===== src/rtl/fractional_divider_arbiter_pkg.sv =====
// Shared definitions for the fractional divider arbiter: FSM encoding,
// default parameters and width helpers.
package fractional_divider_arbiter_pkg;

  typedef enum logic [1:0] {
    ST_IDLE   = 2'd0,
    ST_LAUNCH = 2'd1,
    ST_WAIT   = 2'd2,
    ST_RESP   = 2'd3
  } state_e;

  localparam int N_DEF   = 11;
  localparam int M_DEF   = 4;
  localparam int TMO_DEF = 2 * N_DEF + 4;

  // Index width that stays legal for a single requester.
  function automatic int id_width(input int m);
    return (m > 1) ? $clog2(m) : 1;
  endfunction

endpackage


===== src/rtl/fractional_divider_arbiter_if.sv =====
// Requester-side bundle: request operands in, one-hot handshakes and result out.
interface fractional_divider_arbiter_if
  import fractional_divider_arbiter_pkg::*;
#(
  parameter int N = N_DEF,
  parameter int M = M_DEF
);
  localparam int ID_W = id_width(M);

  logic [M-1:0]   req_valid;
  logic [M*N-1:0] req_dividend;
  logic [M*N-1:0] req_divisor;
  logic [M-1:0]   req_ready;
  logic [M-1:0]   rsp_valid;
  logic [N-1:0]   rsp_quotient;
  logic           rsp_err;
  logic [ID_W-1:0] rsp_id;

  modport master (
    output req_valid, req_dividend, req_divisor,
    input  req_ready, rsp_valid, rsp_quotient, rsp_err, rsp_id
  );

  modport slave (
    input  req_valid, req_dividend, req_divisor,
    output req_ready, rsp_valid, rsp_quotient, rsp_err, rsp_id
  );

endinterface


===== src/rtl/fractional_divider_arbiter_picker.sv =====
// Combinational round-robin picker: first set request at or after ptr, with wrap.
module rr_priority_picker
  import fractional_divider_arbiter_pkg::*;
#(
  parameter int M    = M_DEF,
  parameter int ID_W = id_width(M)
) (
  input  logic [M-1:0]    i_req,
  input  logic [ID_W-1:0] i_ptr,
  output logic [M-1:0]    o_grant,
  output logic [ID_W-1:0] o_idx,
  output logic            o_any
);

  logic w_found;

  // NOTE: every signal written here gets a default first so no latch is inferred.
  always_comb begin
    o_grant = '0;
    o_idx   = '0;
    w_found = 1'b0;
    for (int k = 0; k < M; k++) begin
      if (!w_found && i_req[(int'(i_ptr) + k) % M]) begin
        w_found                           = 1'b1;
        o_grant[(int'(i_ptr) + k) % M]    = 1'b1;
        o_idx                             = ID_W'((int'(i_ptr) + k) % M);
      end
    end
    o_any = w_found;
  end

endmodule


===== src/rtl/fractional_divider_arbiter.sv =====
// Shares one serial fractional divider among M requesters: round-robin accept,
// launch, wait with watchdog, return the quotient to the originating requester.
module fractional_divider_arbiter
  import fractional_divider_arbiter_pkg::*;
#(
  parameter int N   = N_DEF,
  parameter int M   = M_DEF,
  parameter int TMO = 2 * N + 4
) (
  input  logic                          clk,
  input  logic                          rst_n,
  fractional_divider_arbiter_if.slave   req_if,
  output logic                          o_busy,
  output logic                          o_div_rst,
  output logic                          o_div_start,
  output logic [N-1:0]                  o_div_dividend,
  output logic [N-1:0]                  o_div_divisor,
  input  logic [N-1:0]                  i_div_quotient,
  input  logic                          i_div_done
);

  localparam int ID_W = id_width(M);
  localparam int WD_W = $clog2(TMO + 1);

  state_e          r_state;
  state_e          w_next;
  logic [ID_W-1:0] r_ptr;
  logic [ID_W-1:0] r_id;
  logic [ID_W-1:0] r_rsp_id;
  logic [N-1:0]    r_dividend;
  logic [N-1:0]    r_divisor;
  logic [N-1:0]    r_quot;
  logic            r_err;
  logic [WD_W-1:0] r_wdog;

  logic [M-1:0]    w_grant;
  logic [ID_W-1:0] w_idx;
  logic            w_any;
  logic            w_timeout;

  rr_priority_picker #(.M(M), .ID_W(ID_W)) u_picker (
    .i_req   (req_if.req_valid),
    .i_ptr   (r_ptr),
    .o_grant (w_grant),
    .o_idx   (w_idx),
    .o_any   (w_any)
  );

  assign o_div_rst = ~rst_n;
  assign w_timeout = (r_wdog == WD_W'(TMO - 1));

  // NOTE: all sequential state uses non-blocking assignments so every register samples pre-edge values.
  always_ff @(posedge clk or negedge rst_n) begin
    if (!rst_n) r_state <= ST_IDLE;
    else        r_state <= w_next;
  end

  always_comb begin
    w_next = r_state;
    case (r_state)
      ST_IDLE:   if (w_any) w_next = ST_LAUNCH;
      ST_LAUNCH: w_next = ST_WAIT;
      ST_WAIT:   if (i_div_done || w_timeout) w_next = ST_RESP;
      ST_RESP:   w_next = ST_IDLE;
      default:   w_next = ST_IDLE;
    endcase
  end

  always_ff @(posedge clk or negedge rst_n) begin
    if (!rst_n) begin
      r_ptr      <= '0;
      r_id       <= '0;
      r_rsp_id   <= '0;
      r_dividend <= '0;
      r_divisor  <= '0;
      r_quot     <= '0;
      r_err      <= 1'b0;
      r_wdog     <= '0;
    end else begin
      case (r_state)
        ST_IDLE: begin
          if (w_any) begin
            r_id       <= w_idx;
            r_dividend <= req_if.req_dividend[int'(w_idx) * N +: N];
            r_divisor  <= req_if.req_divisor[int'(w_idx) * N +: N];
          end
        end
        ST_LAUNCH: r_wdog <= '0;
        ST_WAIT: begin
          // A real completion wins over a timeout landing on the same cycle.
          if (i_div_done) begin
            r_quot   <= i_div_quotient;
            r_err    <= 1'b0;
            r_rsp_id <= r_id;
          end else if (w_timeout) begin
            r_quot   <= '0;
            r_err    <= 1'b1;
            r_rsp_id <= r_id;
          end else begin
            r_wdog   <= r_wdog + 1'b1;
          end
        end
        ST_RESP: begin
          if (int'(r_id) == M - 1) r_ptr <= '0;
          else                     r_ptr <= r_id + 1'b1;
        end
        default: ;
      endcase
    end
  end

  // Acceptance is Mealy; gating with rst_n keeps every output low during reset.
  always_comb begin
    req_if.req_ready    = '0;
    req_if.rsp_valid    = '0;
    if (r_state == ST_IDLE && rst_n) req_if.req_ready = w_grant;
    if (r_state == ST_RESP)          req_if.rsp_valid[r_id] = 1'b1;
    req_if.rsp_quotient = r_quot;
    req_if.rsp_err      = r_err;
    req_if.rsp_id       = r_rsp_id;
    o_busy              = (r_state != ST_IDLE);
    o_div_start         = (r_state == ST_LAUNCH);
    o_div_dividend      = r_dividend;
    o_div_divisor       = r_divisor;
  end

endmodule

===== src/flat_wrapper.sv =====
// flat-port wrapper written by rule: the top's interface ports become plain ports
module fractional_divider_arbiter_flat import fractional_divider_arbiter_pkg::*;
#(
  parameter int N   = N_DEF,
  parameter int M   = M_DEF,
  parameter int TMO = 2 * N + 4
)
  (clk, rst_n, o_busy, o_div_rst, o_div_start, o_div_dividend, o_div_divisor, i_div_quotient, i_div_done, req_if_req_valid, req_if_req_dividend, req_if_req_divisor, req_if_req_ready, req_if_rsp_valid, req_if_rsp_quotient, req_if_rsp_err, req_if_rsp_id);
  fractional_divider_arbiter_if #(.N(N), .M(M)) req_if_i ();
  input  logic clk;
  input  logic rst_n;
  output logic o_busy;
  output logic o_div_rst;
  output logic o_div_start;
  output logic [N-1:0] o_div_dividend;
  output logic [N-1:0] o_div_divisor;
  input  logic [N-1:0] i_div_quotient;
  input  logic i_div_done;
  input wire logic [$bits(req_if_i.req_valid)-1:0] req_if_req_valid;
  input wire logic [$bits(req_if_i.req_dividend)-1:0] req_if_req_dividend;
  input wire logic [$bits(req_if_i.req_divisor)-1:0] req_if_req_divisor;
  output wire logic [$bits(req_if_i.req_ready)-1:0] req_if_req_ready;
  output wire logic [$bits(req_if_i.rsp_valid)-1:0] req_if_rsp_valid;
  output wire logic [$bits(req_if_i.rsp_quotient)-1:0] req_if_rsp_quotient;
  output wire logic [$bits(req_if_i.rsp_err)-1:0] req_if_rsp_err;
  output wire logic [$bits(req_if_i.rsp_id)-1:0] req_if_rsp_id;
  assign req_if_i.req_valid = req_if_req_valid;
  assign req_if_i.req_dividend = req_if_req_dividend;
  assign req_if_i.req_divisor = req_if_req_divisor;
  assign req_if_req_ready = req_if_i.req_ready;
  assign req_if_rsp_valid = req_if_i.rsp_valid;
  assign req_if_rsp_quotient = req_if_i.rsp_quotient;
  assign req_if_rsp_err = req_if_i.rsp_err;
  assign req_if_rsp_id = req_if_i.rsp_id;
  fractional_divider_arbiter #(.N(N), .M(M), .TMO(TMO)) u_core (.clk(clk), .rst_n(rst_n), .req_if(req_if_i), .o_busy(o_busy), .o_div_rst(o_div_rst), .o_div_start(o_div_start), .o_div_dividend(o_div_dividend), .o_div_divisor(o_div_divisor), .i_div_quotient(i_div_quotient), .i_div_done(i_div_done));
endmodule

===== config.mk =====
export PLATFORM = sky130hd
export DESIGN_NAME = fractional_divider_arbiter_flat
export DESIGN_NICKNAME = d
export VERILOG_FILES = /design/src/rtl/fractional_divider_arbiter_pkg.sv /design/src/rtl/fractional_divider_arbiter_if.sv /design/src/rtl/fractional_divider_arbiter_picker.sv /design/src/rtl/fractional_divider_arbiter.sv /design/src/flat_wrapper.sv
export SDC_FILE = /design/constraint.sdc
export NUM_CORES = 1
export LEC_CHECK = 0
export ABC_AREA = 1
export CORE_ASPECT_RATIO = 0.8
export CORE_UTILIZATION = 43
export DETAILED_ROUTE_END_ITERATION = 10
export PLACE_DENSITY_LB_ADDON = 0.1
export SYNTH_ARGS = -nofsm -noshare
export SYNTH_HDL_FRONTEND = slang
export SYNTH_HIERARCHICAL = 1
export SYNTH_SLANG_ARGS = --single-unit

===== constraint.sdc =====
create_clock -name clk -period 2.8 [get_ports clk]
set_input_delay 0.28 -clock clk [delete_from_list [all_inputs] [get_ports clk]]
set_output_delay 0.28 -clock clk [all_outputs]
set_load 0.03 [all_outputs]

======== After elaboration in Yosys (flattened, before gate mapping) ========
Index checks and enable logic that the tools add are counted.
storage, ports and cells
  register bits after elaboration ......... 47
  input port bits ......................... 106
  output and inout bits ................... 47
  logic and storage cells ................. 115
operators by class
  add/subtract/negate cells ............... 5
  multipliers ............................. 1
  magnitude comparators ................... 10
  equality and inequality tests ........... 9
  shift-type cells ........................ 2
  multiplexer cells ....................... 48
  bitwise logic cells ..................... 7
  reduce and logical (&&, ||, !) cells .... 24
operators by type and width
  cell                 count
  $shiftx 44x32->11    2
  $mux 4               6
  $mux 11              2
  $mux 1               18
  $mux 2               9
  $lt 3x4->1 const B   3
  $or 4x4->4           3
  $demux 1 s2          5
  $mux 5               2
  $pmux 5 s2           1
  $ge 3x1->1 const B   3
  $logic_and 1x1->1    9
  $bmux 1 s2           4
  $pmux 2 s4           1
  $lt 2x3->1 const B   2
  $mul 2x4->6 const B  1
  $ne 2x2->1 const B   3
  $reduce_and 2->1     3
  $reduce_bool 2->1    3
  $reduce_or 2->1      3
  $add 5x1->5 const B  1
  $eq 5x5->1 const B   1
  $add 2x1->2 const B  2
  $add 2x2->2 const B  2
  10 further kinds     17

======== Logic depth before layout (Yosys ltp) ========
  depth after elaboration ................. 16
  gate-level depth with buffers ........... 17
  gate-level depth less buffers ........... 14

======== By module ========
The synthesis kept the hierarchy.
modules (own cells, without submodules)
  module                      instances  cells each  area each (um^2)  sequential area each (um^2)
  fractional_divider_arbiter  1          375         2955.3            1176.1
  rr_priority_picker          1          74          440.4             0.0

======== Worst setup path after synthesis ========
Ideal clock, no wire load.
  path kind ............................... register to register
  start point ............................. register u_core.r_ptr[0]
  end point ............................... register u_core.r_divisor[3], in the netlist u_core/o_div_divisor[3]
  arrival ................................. 2.211 ns
  data required time ...................... 2.667 ns
  setup slack ............................. 0.456 ns
  stages on the path, launching flop included .. 14
  buffers on the path ..................... 2
  cell sequence ........................... dfrtp_1 inv_2 ha_1 inv_1 nand3_1 nand2_1 nor2_1 a21oi_1 nand3_1 buf_6 inv_4 buf_4 o211ai_1 o211ai_2
on the way
  cells in the longest elaborated chain, start to end .. 14
  elaborated cells between the ends (all ways) .. 31
  those cells by class .................... add/sub (3); mul (1); shift (1); mux (19); reduce/logical (7)
ends and longest elaborated chain
  element                                                          line                                                                              text
  from (decl)                                                      fractional_divider_arbiter.sv:27                                                  logic [ID_W-1:0] r_ptr;
  from (signal assigned)                                           fractional_divider_arbiter.sv:105                                                 else r_ptr <= r_id + 1'b1;
  $add 2x1->2 or $bmux 1 s2 (tied branches)                        fractional_divider_arbiter_picker.sv:23, fractional_divider_arbiter_picker.sv:26
  $bmux 1 s2 or $mux 1 (tied branches)                             fractional_divider_arbiter_picker.sv:23                                           if (!w_found && i_req[(int'(i_ptr) + k) % M]) begin
  $mux 1 (not written as such)                                     fractional_divider_arbiter_picker.sv:23
  $mux 1 (not written as such) or $logic_not 1->1 (tied branches)  fractional_divider_arbiter_picker.sv:23
  $logic_and 1x1->1                                                fractional_divider_arbiter_picker.sv:23
  $mux 1                                                           fractional_divider_arbiter_picker.sv:23
  $logic_not 1->1                                                  fractional_divider_arbiter_picker.sv:23
  $logic_and 1x1->1                                                fractional_divider_arbiter_picker.sv:23
  $mux 1                                                           fractional_divider_arbiter_picker.sv:23
  $logic_not 1->1                                                  fractional_divider_arbiter_picker.sv:23
  $logic_and 1x1->1                                                fractional_divider_arbiter_picker.sv:23
  $mux 2 (*)                                                       fractional_divider_arbiter_picker.sv:23
  net u_core.w_idx[0]                                              fractional_divider_arbiter.sv:37                                                  logic [ID_W-1:0] w_idx;
  $mul 2x4->6 (*)                                                  fractional_divider_arbiter.sv:85                                                  r_divisor <= req_if.req_divisor[int'(w_idx) * N +: N];
  $shiftx 44x32->11 (*)                                            fractional_divider_arbiter.sv:85
  to (signal assigned)                                             fractional_divider_arbiter.sv:85
  to (decl)                                                        fractional_divider_arbiter.sv:31                                                  logic [N-1:0] r_divisor;
The timed path passes the listed nets; every way through them passes the cells marked *. The select of a mux whose other input is x is not followed.
A chain may end at the register's enable or synchronous reset.

======== Final worst setup path ========
  start point ............................. register u_core.r_ptr[1]
  end point ............................... register u_core.r_divisor[8], in the netlist u_core/o_div_divisor[8]
on the way
  cells in the longest elaborated chain, start to end .. 14
  elaborated cells between the ends (all ways) .. 31
  those cells by class .................... add/sub (3); mul (1); shift (1); mux (19); reduce/logical (7)
ends and longest elaborated chain
  element                                                          line
  $add 2x1->2 or $bmux 1 s2 (tied branches)                        fractional_divider_arbiter_picker.sv:23
  $bmux 1 s2 or $mux 1 (tied branches)                             fractional_divider_arbiter_picker.sv:23
  $mux 1 (not written as such)                                     fractional_divider_arbiter_picker.sv:23
  $mux 1 (not written as such) or $logic_not 1->1 (tied branches)  fractional_divider_arbiter_picker.sv:23
  $logic_and 1x1->1                                                fractional_divider_arbiter_picker.sv:23
  $mux 1                                                           fractional_divider_arbiter_picker.sv:23
  $logic_not 1->1                                                  fractional_divider_arbiter_picker.sv:23
  $logic_and 1x1->1                                                fractional_divider_arbiter_picker.sv:23
  $mux 1                                                           fractional_divider_arbiter_picker.sv:23
  $logic_not 1->1                                                  fractional_divider_arbiter_picker.sv:23
  $logic_and 1x1->1                                                fractional_divider_arbiter_picker.sv:23
  $mux 2 (*)                                                       fractional_divider_arbiter_picker.sv:23
  net u_core.w_idx[0]                                              fractional_divider_arbiter.sv:37
  $mul 2x4->6 (*)                                                  fractional_divider_arbiter.sv:85
  $shiftx 44x32->11 (*)                                            fractional_divider_arbiter.sv:85
Marked as above.

==> metrics.md <==
| Metric | Value |
|---|---|
| Number of synthesized flops with an enable pin | `0` |
| Maxcap violations | `0` |
| Cell Area, Synth | `0.00340 mm²` |
| Detailed-router iteration count before antenna repair | `5` |
| Core ar. | `0.00753 mm²` |
| Final setup violation count | `0` |
| Leak | `2.38 nW` |
| Initial DRC Count | `142` |
| WL/cell | `13.7 µm` |
| Status | `completed` |
| P per Cell Area | `1300 mW/mm²` |
| Commonest cells post-synth | `121 x nand2_1, 52 x nor2_1, 47 x dfrtp_1` |
| Total gr overflow | `0` |
| Final Net Count | `721` |
| Via density | `4.93` |
| Synth top area share | `34.6%` |
| First-pass GRT wire length | `15000 µm` |
| Antenna-violating nets left | `0` |
| Sequential share of the synthesized area | `34.6%` |
| Arr. time, crit path | `2790 ps` |
| Hold Crit Class | `in2async` |
| Synth Area in Compound Gates | `16.2%` |
| Post-layout util | `68.3%` |
| Required time of the critical path | `3040 ps` |
| Post-synth top area cell | `dfrtp_1` |
| Synth Area in Simple Gates | `34.1%` |
| CTS Sinks | `47` |
| Final Hold Fails | `0` |
| Syn avg cell area | `7.56 µm²` |
| Cts hold-fix bufs | `0` |
| Cell variety after synth | `33` |
| Initial antenna violation count | `0` |
| Clock root buffer | `clkbuf_8` |
| Setup Skew | `8.52 ps` |
| Clk slew on worst S/H paths | `100 ps` |
| Global placement routability congestion | `0.889` |
| Vias | `3477` |
| Inst Count DP | `694` |
| Skew-Pair Late Insertion Delay | `300 ps` |
| Chip height | `81.5 µm` |
| CP Class | `reg2reg` |
| Hold Slack | `78.2 ps` |
| Die X | `101 µm` |
| Drt drc | `0` |
| CTS tree | `built` |
| Clk buf depth | `2` |
| Pins Over Slew Limit | `0` |
| Hpwl dp | `7500 µm` |
| Starting Density | `45.1%` |
| Maximum fanout along the worst path | `46` |
| Highest clock rate | `392 MHz` |
| Antenna Diode Count | `0` |
| Setup TNS | `0 ps` |
| Cell count after synthesis | `449` |
| Most numerous cell in the Yosys netlist | `nand2_1` |
| Largest net degree at the start of global routing | `49` |
| Async SR Flop Fraction | `100%` |
| Area grow syn2layout | `51.4%` |
| Main combinational cell family by area after synthesis | `simple AND/OR/NAND/NOR gates` |
| Full die area | `0.00826 mm²` |
| Synth area leaders | `dfrtp_1 35%, nand2_1 13%, o211ai_2 6.3%` |
| GRT Total Usage | `23.3%` |
| Yosys reg bits | `47` |
| PortBufs | `152` |
| I/O Pins | `153` |
| WL final | `9690 µm` |
| Unrepaired setup endpoints after global routing | `no` |
| Startpoint Class | `register` |
| Synth Area in Adders | `5.90%` |
| Share of layout cells above drive strength 1 | `12.2%` |
| Worst slew margin | `58.1%` |
| Synth warn | `6` |
| H-tree levels | `2` |
| Total CTS buffers | `5` |
| Fin crit period | `2550 ps` |
| Fin cells | `705` |
| Most common flop cell mapped by yosys | `dfrtp_1` |
| Vias in the first global route | `3177` |
| Post-synthesis mux area share | `0.663%` |
| # rows | `28` |
| Fin crit share | `91.0%` |
| CP Capture Type | `register` |
| Post-Synth XOR/XNOR Area | `0%` |
| Maximum VDD drop | `0.654 mV` |
| Least-Margin Pin Slew | `629 ps` |
| Post-Synthesis Net Count | `571` |
==> critical path, stage by stage, from the launching register on <==
cell,delay [ps]
dfrtp_1,390
inv_1,170
ha_1,310
inv_1,130
nand3_1,80
nand2_1,100
nor2_4,70
a21oi_1,130
nand3_1,150
buf_12,210
inv_4,350
o21ai_1,130
nand2_1,130
nand2_1,70
nand2_1,60
==> through the flow <==
stage	instance area, µm²	total power [W]	setup WS (ps)
after floorplan	3400	0.00481	456
after global placement	5000	0.00600	250
after detailed placement	5000	0.00610	164
after CTS	5110	0.00661	181
after global routing	5140	0.00728	5.24
final	5140	0.00669	251
==> flip-flops by register name, indices dropped and copies added, names as in the netlist, 2 cells and up <==
name and cells:
u_core/r_id 2, u_core/req_if.rsp_quotient 11, u_core/r_wdog 5, u_core/o_div_divisor 11, u_core/req_if.rsp_id 2, u_core/r_state 2
u_core/r_ptr 2, u_core/o_div_dividend 11
==> power breakdown <==
group          leakage (nW)  switching (W)  internal (W)
clock                0.0581       0.000237      0.000266
sequential            0.589       0.000190      0.000994
combinational          1.73        0.00308       0.00193
==> cells in the final DEF, fill, tap and decap left out, drive strengths merged <==
cell	instances
o211ai	22
dfrtp	47
nand4	8
o21bai	2
clkinv	3
bufinv	1
nand3	34
ha	16
a21boi	4
clkdlybuf4s50	147
buf	16
clkbuf	5
nand2	131
mux2	2
o21ai	42
or2	24
nor2	55
inv	33
a21oi	8
==> cell families (layout without fill, tap and decap cells) <==
group | count (synthesis) | in the layout
multiplexers | 2 | 2
AO/OA/AOI/OAI | 78 | 78
AND/OR/NAND/NOR | 252 | 252
adder cells (fa/ha/maj) | 16 | 16
flip-flops | 47 | 47
buffers and inverters | 54 | 205
==> area by class of cell <==
cell class | count | area (µm²)
clock buffer | 5 | 68.8
clock inverter | 3 | 43.8
fill | 670 | 2390
inverter | 34 | 131
multi-input combinational | 348 | 1940
sequential | 47 | 1180
tap | 105 | 131
timing repair buffer | 163 | 1650
==> routing by layer <==
layer | part of all wire [%] | track usage (%) | routed length [µm] | vias to the layer above
met2 | 49 | 40.5 | 4740 | 151
met3 | 7.6 | 5.62 | 737 | 4
li1 | - | - | - | 1755
met1 | 43 | 29.8 | 4150 | 1567
met5 | 0 | 0 | 0 | -
met4 | 0.59 | 4.06 | 57 | 0
==> worst paths after layout <==
path                                           from                  endpoint  slack [ps]  cells after the start
hold / removal                                rst_n         u_core/r_state[0]          80                      2
hold reg to reg            u_core/o_div_dividend[1]  u_core/o_div_dividend[1]         490                      2
setup / recovery                    u_core/r_ptr[1]   u_core/o_div_divisor[8]         250                     14
setup reg to reg                    u_core/r_ptr[1]   u_core/o_div_divisor[8]         250                     14
max in group asynchronous                     rst_n  u_core/o_div_dividend[0]        2280                      2
min in group clk           u_core/o_div_dividend[1]  u_core/o_div_dividend[1]         490                      2
==> timing repair <==
action                                  4_1_cts  5_1_grt
setup buffers                                 0        3
endpoints found under the setup margin        0       26
endpoints found under the hold margin         0        0
gates resized for setup                       0        3
(Power assumes the default switching activity.)
